<file path="src/rtl/boss_pkg.sv">
// Shared constants and types for the boss motion / shot datapath.
package boss_pkg;

  localparam logic [9:0] X_MIN    = 10'd64;
  localparam logic [9:0] X_MAX    = 10'd512;
  localparam logic [9:0] X_HOME   = 10'd288;
  localparam logic [9:0] X_STEP   = 10'd2;
  localparam logic [9:0] Y_TOP    = 10'd32;
  localparam logic [9:0] Y_BOTTOM = 10'd320;
  localparam logic [9:0] Y_STEP   = 10'd4;
  localparam logic [9:0] BOSS_W   = 10'd64;
  localparam logic [9:0] BOSS_H   = 10'd48;

  localparam logic [7:0] BASE_HP      = 8'd16;
  localparam logic [7:0] HP_PER_LEVEL = 8'd8;

  typedef enum logic [1:0] {DIR_SW, DIR_S, DIR_SE, DIR_AIM} shot_dir_e;
  typedef enum logic {SH_IDLE, SH_EMIT} shot_state_e;

  function automatic logic [7:0] hp_init_f(input logic [2:0] difficulty);
    return BASE_HP + {5'd0, difficulty} * HP_PER_LEVEL;
  endfunction

endpackage

</file>
<file path="src/rtl/boss_shot_if.sv">
// Valid/ready link carrying one boss shot to the projectile pool.
interface boss_shot_if;
  import boss_pkg::*;

  logic      shot_valid;
  logic      shot_ready;
  logic [9:0] shot_x;
  logic [9:0] shot_y;
  shot_dir_e shot_dir;

  modport master (output shot_valid, shot_x, shot_y, shot_dir, input shot_ready);
  modport slave  (input shot_valid, shot_x, shot_y, shot_dir, output shot_ready);

endinterface

</file>
<file path="src/rtl/boss_shot_seq.sv">
// Burst sequencer: turns one trigger into four shots (SW, S, SE, aimed) from a latched origin.
module boss_shot_seq
  import boss_pkg::*;
(
  input  logic       frame_clk,
  input  logic       Reset,
  input  logic       trigger,
  input  logic       enable,
  input  logic [9:0] origin_x,
  input  logic [9:0] origin_y,
  boss_shot_if.master shot
);

  shot_state_e state_q, state_d;
  logic [1:0]  idx_q;
  logic [9:0]  ox_q, oy_q;

  always_ff @(posedge frame_clk) begin
    if (Reset) state_q <= SH_IDLE;
    else       state_q <= state_d;
  end

  always_ff @(posedge frame_clk) begin
    if (Reset) begin
      idx_q <= 2'd0;
      ox_q  <= 10'd0;
      oy_q  <= 10'd0;
    end else if (state_q == SH_IDLE && trigger && enable) begin
      idx_q <= 2'd0;
      ox_q  <= origin_x;
      oy_q  <= origin_y;
    end else if (state_q == SH_EMIT && enable && shot.shot_ready) begin
      idx_q <= idx_q + 2'd1;
    end
  end

  // Losing the boss aborts the burst even with a beat outstanding.
  always_comb begin
    state_d = state_q;
    case (state_q)
      SH_IDLE: if (trigger && enable) state_d = SH_EMIT;
      SH_EMIT: begin
        if (!enable)                              state_d = SH_IDLE;
        else if (shot.shot_ready && idx_q == 2'd3) state_d = SH_IDLE;
      end
      default: state_d = SH_IDLE;
    endcase
  end

  always_comb begin
    shot.shot_valid = (state_q == SH_EMIT);
    shot.shot_x     = ox_q;
    shot.shot_y     = oy_q;
    shot.shot_dir   = shot_dir_e'(idx_q);
  end

endmodule

</file>
<file path="src/rtl/boss_motion.sv">
// Boss sprite motion, HP / defeat tracking and shot burst launch.
// Macro BOSS_ENRAGE_EN: doubles the sweep step while HP is at or below a quarter of its start value.
module boss_motion
  import boss_pkg::*;
(
  input  logic       frame_clk,
  input  logic       Reset,
  input  logic [2:0] difficulty,
  input  logic       Boss_exists,
  input  logic       boss_hold,
  input  logic       boss_back_and_forth,
  input  logic       boss_flydown,
  input  logic       boss_rise,
  input  logic       boss_shoot1,
  input  logic       boss_shoot2,
  input  logic       boss_shoot3,
  input  logic       boss_shoot4,
  input  logic       player_hit,
  output logic [9:0] BossX,
  output logic [9:0] BossY,
  output logic       hit_top,
  output logic       hit_bottom,
  output logic       beat_Boss,
  output logic [7:0] boss_hp,
  boss_shot_if.master shot
);

  logic [9:0] x_q, y_q, x_d, y_d, step;
  logic       right_q, right_d;
  logic [7:0] hp_q, hp_init;
  logic       beat_q;

  assign hp_init = hp_init_f(difficulty);

`ifdef BOSS_ENRAGE_EN
  assign step = (Boss_exists && hp_q <= {2'b00, hp_init[7:2]}) ? (X_STEP << 1) : X_STEP;
`else
  assign step = X_STEP;
`endif

  always_comb begin
    x_d     = x_q;
    y_d     = y_q;
    right_d = right_q;
    if (!Boss_exists) begin
      x_d     = X_HOME;
      y_d     = Y_TOP;
      right_d = 1'b1;
    end else if (boss_flydown) begin
      y_d = (y_q + Y_STEP >= Y_BOTTOM) ? Y_BOTTOM : y_q + Y_STEP;
    end else if (boss_rise) begin
      y_d = (y_q <= Y_TOP + Y_STEP) ? Y_TOP : y_q - Y_STEP;
    end else if (boss_back_and_forth) begin
      // Reaching a limit flips direction on the same frame.
      if (right_q) begin
        if (x_q + step >= X_MAX) begin
          x_d     = X_MAX;
          right_d = 1'b0;
        end else begin
          x_d = x_q + step;
        end
      end else begin
        if (x_q <= X_MIN + step) begin
          x_d     = X_MIN;
          right_d = 1'b1;
        end else begin
          x_d = x_q - step;
        end
      end
    end else if (boss_hold) begin
      x_d = x_q;
      y_d = y_q;
    end
  end

  always_ff @(posedge frame_clk) begin
    if (Reset) begin
      x_q     <= X_HOME;
      y_q     <= Y_TOP;
      right_q <= 1'b1;
    end else begin
      x_q     <= x_d;
      y_q     <= y_d;
      right_q <= right_d;
    end
  end

  // A defeated boss keeps HP at zero until Reset.
  always_ff @(posedge frame_clk) begin
    if (Reset) begin
      hp_q   <= 8'd0;
      beat_q <= 1'b0;
    end else if (!Boss_exists) begin
      if (!beat_q) hp_q <= hp_init;
    end else if (player_hit && hp_q != 8'd0) begin
      hp_q <= hp_q - 8'd1;
      if (hp_q == 8'd1) beat_q <= 1'b1;
    end
  end

  assign BossX      = x_q;
  assign BossY      = y_q;
  assign hit_top    = (y_q == Y_TOP);
  assign hit_bottom = (y_q == Y_BOTTOM);
  assign boss_hp    = hp_q;
  assign beat_Boss  = beat_q;

  boss_shot_seq u_shot_seq (
    .frame_clk (frame_clk),
    .Reset     (Reset),
    .trigger   (boss_shoot1 | boss_shoot2 | boss_shoot3 | boss_shoot4),
    .enable    (Boss_exists & ~beat_q),
    .origin_x  (x_q + (BOSS_W >> 1)),
    .origin_y  (y_q + BOSS_H),
    .shot      (shot)
  );

endmodule

</file>
<file path="src/flat_wrapper.sv">
// flat-port wrapper written by rule: the top's interface ports become plain ports
module boss_motion_flat import boss_pkg::*;
  (frame_clk, Reset, difficulty, Boss_exists, boss_hold, boss_back_and_forth, boss_flydown, boss_rise, boss_shoot1, boss_shoot2, boss_shoot3, boss_shoot4, player_hit, BossX, BossY, hit_top, hit_bottom, beat_Boss, boss_hp, shot_shot_valid, shot_shot_x, shot_shot_y, shot_shot_dir, shot_shot_ready);
  boss_shot_if shot_i ();
  input  logic frame_clk;
  input  logic Reset;
  input  logic [2:0] difficulty;
  input  logic Boss_exists;
  input  logic boss_hold;
  input  logic boss_back_and_forth;
  input  logic boss_flydown;
  input  logic boss_rise;
  input  logic boss_shoot1;
  input  logic boss_shoot2;
  input  logic boss_shoot3;
  input  logic boss_shoot4;
  input  logic player_hit;
  output logic [9:0] BossX;
  output logic [9:0] BossY;
  output logic hit_top;
  output logic hit_bottom;
  output logic beat_Boss;
  output logic [7:0] boss_hp;
  output wire logic [$bits(shot_i.shot_valid)-1:0] shot_shot_valid;
  output wire logic [$bits(shot_i.shot_x)-1:0] shot_shot_x;
  output wire logic [$bits(shot_i.shot_y)-1:0] shot_shot_y;
  output wire logic [$bits(shot_i.shot_dir)-1:0] shot_shot_dir;
  input wire logic [$bits(shot_i.shot_ready)-1:0] shot_shot_ready;
  assign shot_shot_valid = shot_i.shot_valid;
  assign shot_shot_x = shot_i.shot_x;
  assign shot_shot_y = shot_i.shot_y;
  assign shot_shot_dir = shot_i.shot_dir;
  assign shot_i.shot_ready = shot_shot_ready;
  boss_motion u_core (.frame_clk(frame_clk), .Reset(Reset), .difficulty(difficulty), .Boss_exists(Boss_exists), .boss_hold(boss_hold), .boss_back_and_forth(boss_back_and_forth), .boss_flydown(boss_flydown), .boss_rise(boss_rise), .boss_shoot1(boss_shoot1), .boss_shoot2(boss_shoot2), .boss_shoot3(boss_shoot3), .boss_shoot4(boss_shoot4), .player_hit(player_hit), .BossX(BossX), .BossY(BossY), .hit_top(hit_top), .hit_bottom(hit_bottom), .beat_Boss(beat_Boss), .boss_hp(boss_hp), .shot(shot_i));
endmodule
</file>
<file path="config.mk">
export PLATFORM = sky130hd
export DESIGN_NAME = boss_motion_flat
export DESIGN_NICKNAME = d
export VERILOG_FILES = /design/src/rtl/boss_pkg.sv /design/src/rtl/boss_shot_if.sv /design/src/rtl/boss_shot_seq.sv /design/src/rtl/boss_motion.sv /design/src/flat_wrapper.sv
export SDC_FILE = /design/constraint.sdc
export NUM_CORES = 1
export LEC_CHECK = 0
export ABC_AREA = 1
export CAP_MARGIN = 20
export CORE_ASPECT_RATIO = 1.75
export CORE_MARGIN = 2
export CORE_UTILIZATION = 33
export CTS_BUF_LIST = sky130_fd_sc_hd__clkbuf_4 sky130_fd_sc_hd__clkbuf_8
export CTS_CLUSTER_DIAMETER = 120
export DETAILED_ROUTE_END_ITERATION = 16
export GPL_ROUTABILITY_DRIVEN = 0
export SLEW_MARGIN = 20
export SYNTH_ARGS = -nofsm -noshare
export SYNTH_HDL_FRONTEND = slang
export SYNTH_SLANG_ARGS = --single-unit
</file>
<file path="constraint.sdc">
create_clock -name frame_clk -period 2 [get_ports frame_clk]
set_input_delay 0.4 -clock frame_clk [delete_from_list [all_inputs] [get_ports frame_clk]]
set_output_delay 0.4 -clock frame_clk [all_outputs]
set_load 0.05 [all_outputs]
</file>
; Yosys cells after proc, flatten, opt, wreduce, memory -nomap -nowiden
; Cells that the tools add are included.
[word_totals]
mem_bits_rw = 0
ff_bits = 53
output_inout_bits = 54
latchBits = 0
n_memories = 0
romBits = 0
in_bits = 16
word_cells = 68
[classes]
n_lt_le_gt_ge = 4
n_bitwise = 9
n_mux = 17
eq_ne = 6
n_shift = 0
reduce_logical = 14
div_mod_pow = 0
n_addsub = 9
n_mul = 0
[ops]
columns = operator, count
row1 = $mux 10, 7
row2 = $mux 8, 3
row3 = $add 10x6->10 const B, 2
row4 = $add 10x2->10 const B, 1
row5 = $add 10x3->10 const B, 1
row6 = $eq 10x6->1 const B, 1
row7 = $eq 10x9->1 const B, 1
row8 = $ge 10x10->1 const B, 1
row9 = $ge 10x9->1 const B, 1
row10 = $le 10x6->1 const B, 1
row11 = $le 10x7->1 const B, 1
row12 = $sub 10x2->10 const B, 1
row13 = $sub 10x3->10 const B, 1
row14 = $eq 8x1->1 const B, 1
row15 = $reduce_bool 8->1, 1
row16 = $sub 8x1->8 const B, 1
row17 = $add 5x6->7 const A, 1
row18 = $logic_and 1x1->1, 7
row19 = $mux 1, 6
row20 = $reduce_and 3->1, 2
row21 = $not 1->1, 5
row22 = $reduce_or 2->1, 2
row23 = $or 1x1->1, 3
row24 = $add 2x1->2 const B, 1
row25 = other kinds (7), 7

; Logic depth before layout (Yosys ltp)
[logic_depth]
word_depth = 6
depth_mapped = 13
mapped_depth_nobuf = 13

; Cells and area by module
; A second synthesis with hierarchy kept.
[unflattened]
hier_cells = 504
hier_area_um2 = 3357.0
[by_module_without_submodules]
columns = mod, instances, area_per_inst_um2, cells_each, seq_area_each_um2
row1 = boss_motion, 1, 2379.8, 359, 540.5
row2 = boss_shot_seq, 1, 977.2, 145, 460.4

; Worst setup path before layout
; No wires, ideal clock.
[synth_timing]
kind = reg-to-output
startpoint = reg u_core.y_q[4] (netlist: u_core.BossY[4])
endpoint = out hit_bottom
t_arrival_ns = 2.571
slack_ns = -0.971
path_buffers = 1
required_ns = 1.600
stages_incl_launch_ff = 6
path_cell_list = dfxtp_1 -> buf_4 -> inv_1 -> ha_1 -> nand2_1 -> nor4_1
[synth_between]
elab_chain_cells = 1
[synth_lines]
columns = item, line_no
row1 = start: declaration, boss_motion.sv:28  ; logic [9:0] x_q, y_q, x_d, y_d, step;
row2 = start signal: assignment, boss_motion.sv:83  ; y_q <= y_d;
row3 = $eq 10x9->1, boss_motion.sv:104  ; assign hit_bottom = (y_q == Y_BOTTOM);
row4 = end: declaration, flat_wrapper.sv:21  ; output logic hit_bottom;
; Every way passes these cells.

; Worst setup path after layout
[layout_timing]
startpoint = reg u_core.beat_q (netlist: u_core.beat_Boss)
endpoint = out beat_Boss
[layout_rtl]
columns = item, line_no
row1 = start: declaration, boss_motion.sv:31  ; logic beat_q;
row2 = start signal: assignment, boss_motion.sv:92  ; beat_q <= 1'b0;
row3 = start signal: assignment, boss_motion.sv:97  ; if (hp_q == 8'd1) beat_q <= 1'b1;
row4 = end: declaration, flat_wrapper.sv:22  ; output logic beat_Boss;
; No word-level cell between the ends.

==> impl_metrics.sql <==
INSERT INTO impl_metrics (metric_group, metric, value, unit) VALUES
('job', 'drv_cap', '0', ''),
('logic_synthesis', 'ys.warnings.count', '0', ''),
('logic_synthesis', 'synth.area.top_cells', 'sky130_fd_sc_hd__dfxtp_1, sky130_fd_sc_hd__nand2_1, sky130_fd_sc_hd__a21oi_1', ''),
('route', 'via_per_inst', '4.83', ''),
('setup_path', 'critPathCaptureType', 'primary output', ''),
('setup_path', 'timing.critical_path.buf_inv', '1', ''),
('floorplan', 'row_count', '46', ''),
('setup_path', 'worstPathRequired', '1.60', 'ns'),
('clocking', 'cts.sinks', '47', ''),
('logic_synthesis', 'synth_top_area_share', '0.310', ''),
('floorplan', 'die_w', '76.5', 'um'),
('global_routing', 'grt_antenna_before_repair', '0', ''),
('status', 'outcome', 'finished clean', ''),
('logic_synthesis', 'synth_area_per_cell', '6.71', 'um2'),
('timing', 'fin_ws', '0.0582', 'ns'),
('setup_path', 'worstPathMaxFanout', '3', ''),
('logic_synthesis', 'yosysSeqAreaShare', '0.310', ''),
('layout', 'share_of_layout_cells_above_drive_strength_1', '0.169', ''),
('power_and_ir_drop', 'p_per_area', '611', 'nW/um2'),
('setup_path', 'critPathSlowestCell', 'sky130_fd_sc_hd__clkdlybuf4s50_1', ''),
('timing', 'setup_viol', '0', ''),
('global_routing', 'global_route.overflow_total', '0', ''),
('timing', 'period_minus_slack', '1.94', 'ns'),
('layout', 'mostFrequentLayoutCell', 'sky130_fd_sc_hd__nand2_1', ''),
('route', 'routed_wl', '8250', 'um'),
('clocking', 'cts.reportedPaths.clkPinSlew', '0.08', 'ns'),
('global_routing', 'grt_usage', '0.171', ''),
('placement', 'post-dp-hpwl', '6570', 'um'),
('power_and_ir_drop', 'worst_ir_drop_vdd', '274', 'uV'),
('logic_synthesis', 'synth_cell_type_count', '35', ''),
('clocking', 'clock_tree.root_cell', 'sky130_fd_sc_hd__clkbuf_8', ''),
('logic_synthesis', 'post_synth_inst_count', '453', ''),
('timing', 'worst_clock_skew', '0.0115', 'ns'),
('clocking', 'cts_buffer_depth', '2', ''),
('placement', 'dp_slack', '0.111', 'ns'),
('layout', 'antennaDiodeCount', '0', ''),
('logic_synthesis', 'synth-edff-count', '0', ''),
('logic_synthesis', 'postSynthRegisterBits', '47', ''),
('placement', 'place_area', '3860', 'um2'),
('route', 'drt_pre_antenna_iters', '4', ''),
('setup_path', 'worst_path_dominant_cell_family', 'buffers and inverters', ''),
('clocking', 'cts_made_buffers', '5', ''),
('logic_synthesis', 'synthArstFlopShare', '0', ''),
('timing', 'setup_repair_after_global_routing_missed_its_margin', 'no', ''),
('floorplan', 'floorplan.die_area', '10000', 'um2'),
('clocking', 'tritoncts', 'done', ''),
('floorplan', 'pin_count', '70', ''),
('timing', 'fin_worst_hold_slack', '0.475', 'ns'),
('setup_path', 'critical_path.cell_chain', 'clkdlybuf4s50_1', ''),
('setup_path', 'crit_cells', '1', ''),
('power_and_ir_drop', 'final_total_pwr', '0.00243', 'W'),
('layout', 'flow.area_growth_from_synthesis', '30.6', '%'),
('timing', 'timing.final.crit_share', '0.971', ''),
('setup_path', 'worstSetupPathType', 'reg -> out', ''),
('route', 'initialDrtViolationCount', '149', ''),
('global_routing', 'first_pass_grt_wire_length', '13900', 'um'),
('route', 'ant_nets', '0', ''),
('clocking', 'clock_insertion_delay_worst_skew', '0.31', 'ns'),
('clocking', 'cts_setup_buffers', '0', ''),
('route', 'drc_errors', '0', ''),
('global_routing', 'grt_pass1_vias', '3058', ''),
('route', 'num_vias', '3119', ''),
('floorplan', 'die_outline_height', '131', 'um'),
('power_and_ir_drop', 'total_leakage_power', '1.81', 'nW'),
('setup_path', 'worst_ep_arrival_time', '1.54', 'ns'),
('layout', 'highest_count_cells_in_the_layout_ignoring_fill_and_taps', 'sky130_fd_sc_hd__nand2_1, sky130_fd_sc_hd__a21oi_1, sky130_fd_sc_hd__nor2_1', ''),
('setup_path', 'startpoint_type', 'flip-flop', ''),
('min_path', 'hold_path_depth', '2', ''),
('logic_synthesis', 'postSynth.topFlopCell', 'sky130_fd_sc_hd__dfxtp_1', ''),
('clocking', 'h-tree-depth', '2', ''),
('timing', 'max_freq', '515', 'MHz');
report_power, final:
group	switching (W)	internal (W)	leakage, nW	total, W
registers	0.0000568	0.000991	0.386	0.00105
logic	0.000493	0.000275	1.37	0.000767
clock network	0.000337	0.000274	0.0491	0.000611
total	0.000886	0.00154	1.81	0.00243
final cells by class:
type	instances	area (um2)
fillers	971	5070
multi-input cells	336	1790
flip-flops and latches	47	948
repair buffers	87	813
inverters	48	180
well taps	120	150
clock buffers	7	83.8
clock inverters	1	5.00
layer usage:
layer	track usage	share of wire	up-vias
met4	0.103	0.043	0
met3	0.0295	0.036	28
met5	0	0	-
li1	-	-	1610
met2	0.313	0.52	87
met1	0.183	0.40	1394
final timing paths:
kind / startpoint / endpoint / slack, ns
hold reg to reg: u_core.u_shot_seq.shot.shot_y[7] / u_core.u_shot_seq.shot.shot_y[7] / 0.48
setup reg to reg: u_core.BossX[2] / u_core.BossX[6] / 0.26
hold / removal: u_core.u_shot_seq.shot.shot_y[7] / u_core.u_shot_seq.shot.shot_y[7] / 0.48
setup / recovery: u_core.beat_Boss / beat_Boss / 0.06
sequential cells by signal (all words and copies together) (netlist names):
| register | cells |
|---|---|
| u_core.u_shot_seq.shot.shot_x | 9 |
| u_core.u_shot_seq.shot.shot_dir | 2 |
| u_core.boss_hp | 8 |
| u_core.u_shot_seq.shot.shot_valid | 1 |
| u_core.beat_Boss | 1 |
| u_core.BossY | 8 |
| u_core.right_q | 1 |
| u_core.u_shot_seq.shot.shot_y | 8 |
| u_core.BossX | 9 |
synth_stat cells, types with 13 or more instances:
cell,instances
sky130_fd_sc_hd__a21oi_1,49
sky130_fd_sc_hd__buf_4,15
sky130_fd_sc_hd__dfxtp_1,47
sky130_fd_sc_hd__ha_1,16
sky130_fd_sc_hd__inv_1,34
sky130_fd_sc_hd__inv_2,13
sky130_fd_sc_hd__nand2_1,86
sky130_fd_sc_hd__nand3_1,36
sky130_fd_sc_hd__nor2_1,48
sky130_fd_sc_hd__o21ai_0,18
sky130_fd_sc_hd__o21ai_1,28
sky130_fd_sc_hd__xor2_1,15
worst reg2reg max path, delay by kind of cell (launching register included):
| kind | cells | cell delay, ns |
|---|---|---|
| AND/OR/NAND/NOR | 4 | 0.63 |
| adder cells (fa/ha/maj) | 1 | 0.24 |
| flip-flops | 1 | 0.45 |
| AO/OA/AOI/OAI | 2 | 0.35 |
metrics by stage:
step,TNS (ns),util,instances
final,0,0.439,646
after floorplan,-0.112,-,458
after global placement,0,0.427,638
after CTS,0,0.437,646
after global routing,0,0.439,646
after detailed placement,0,0.427,638
kinds of logic after synthesis:
family / Yosys count / share of synthesized area
flip-flops: 47 / 0.310
buffers and inverters: 75 / 0.114
AO/OA/AOI/OAI: 101 / 0.174
AND/OR/NAND/NOR: 195 / 0.282
other: 1 / 0.00123
XOR/XNOR: 17 / 0.0490
adder cells (fa/ha/maj): 16 / 0.0659
multiplexers: 1 / 0.00330
what timing repair did:
item	in CTS	in global routing
gates cloned	0	0
pin swaps	1	1
resized for setup	1	11
endpoints found under the setup margin	1	8
No activity file was read; power rests on OpenSTA's default activity.
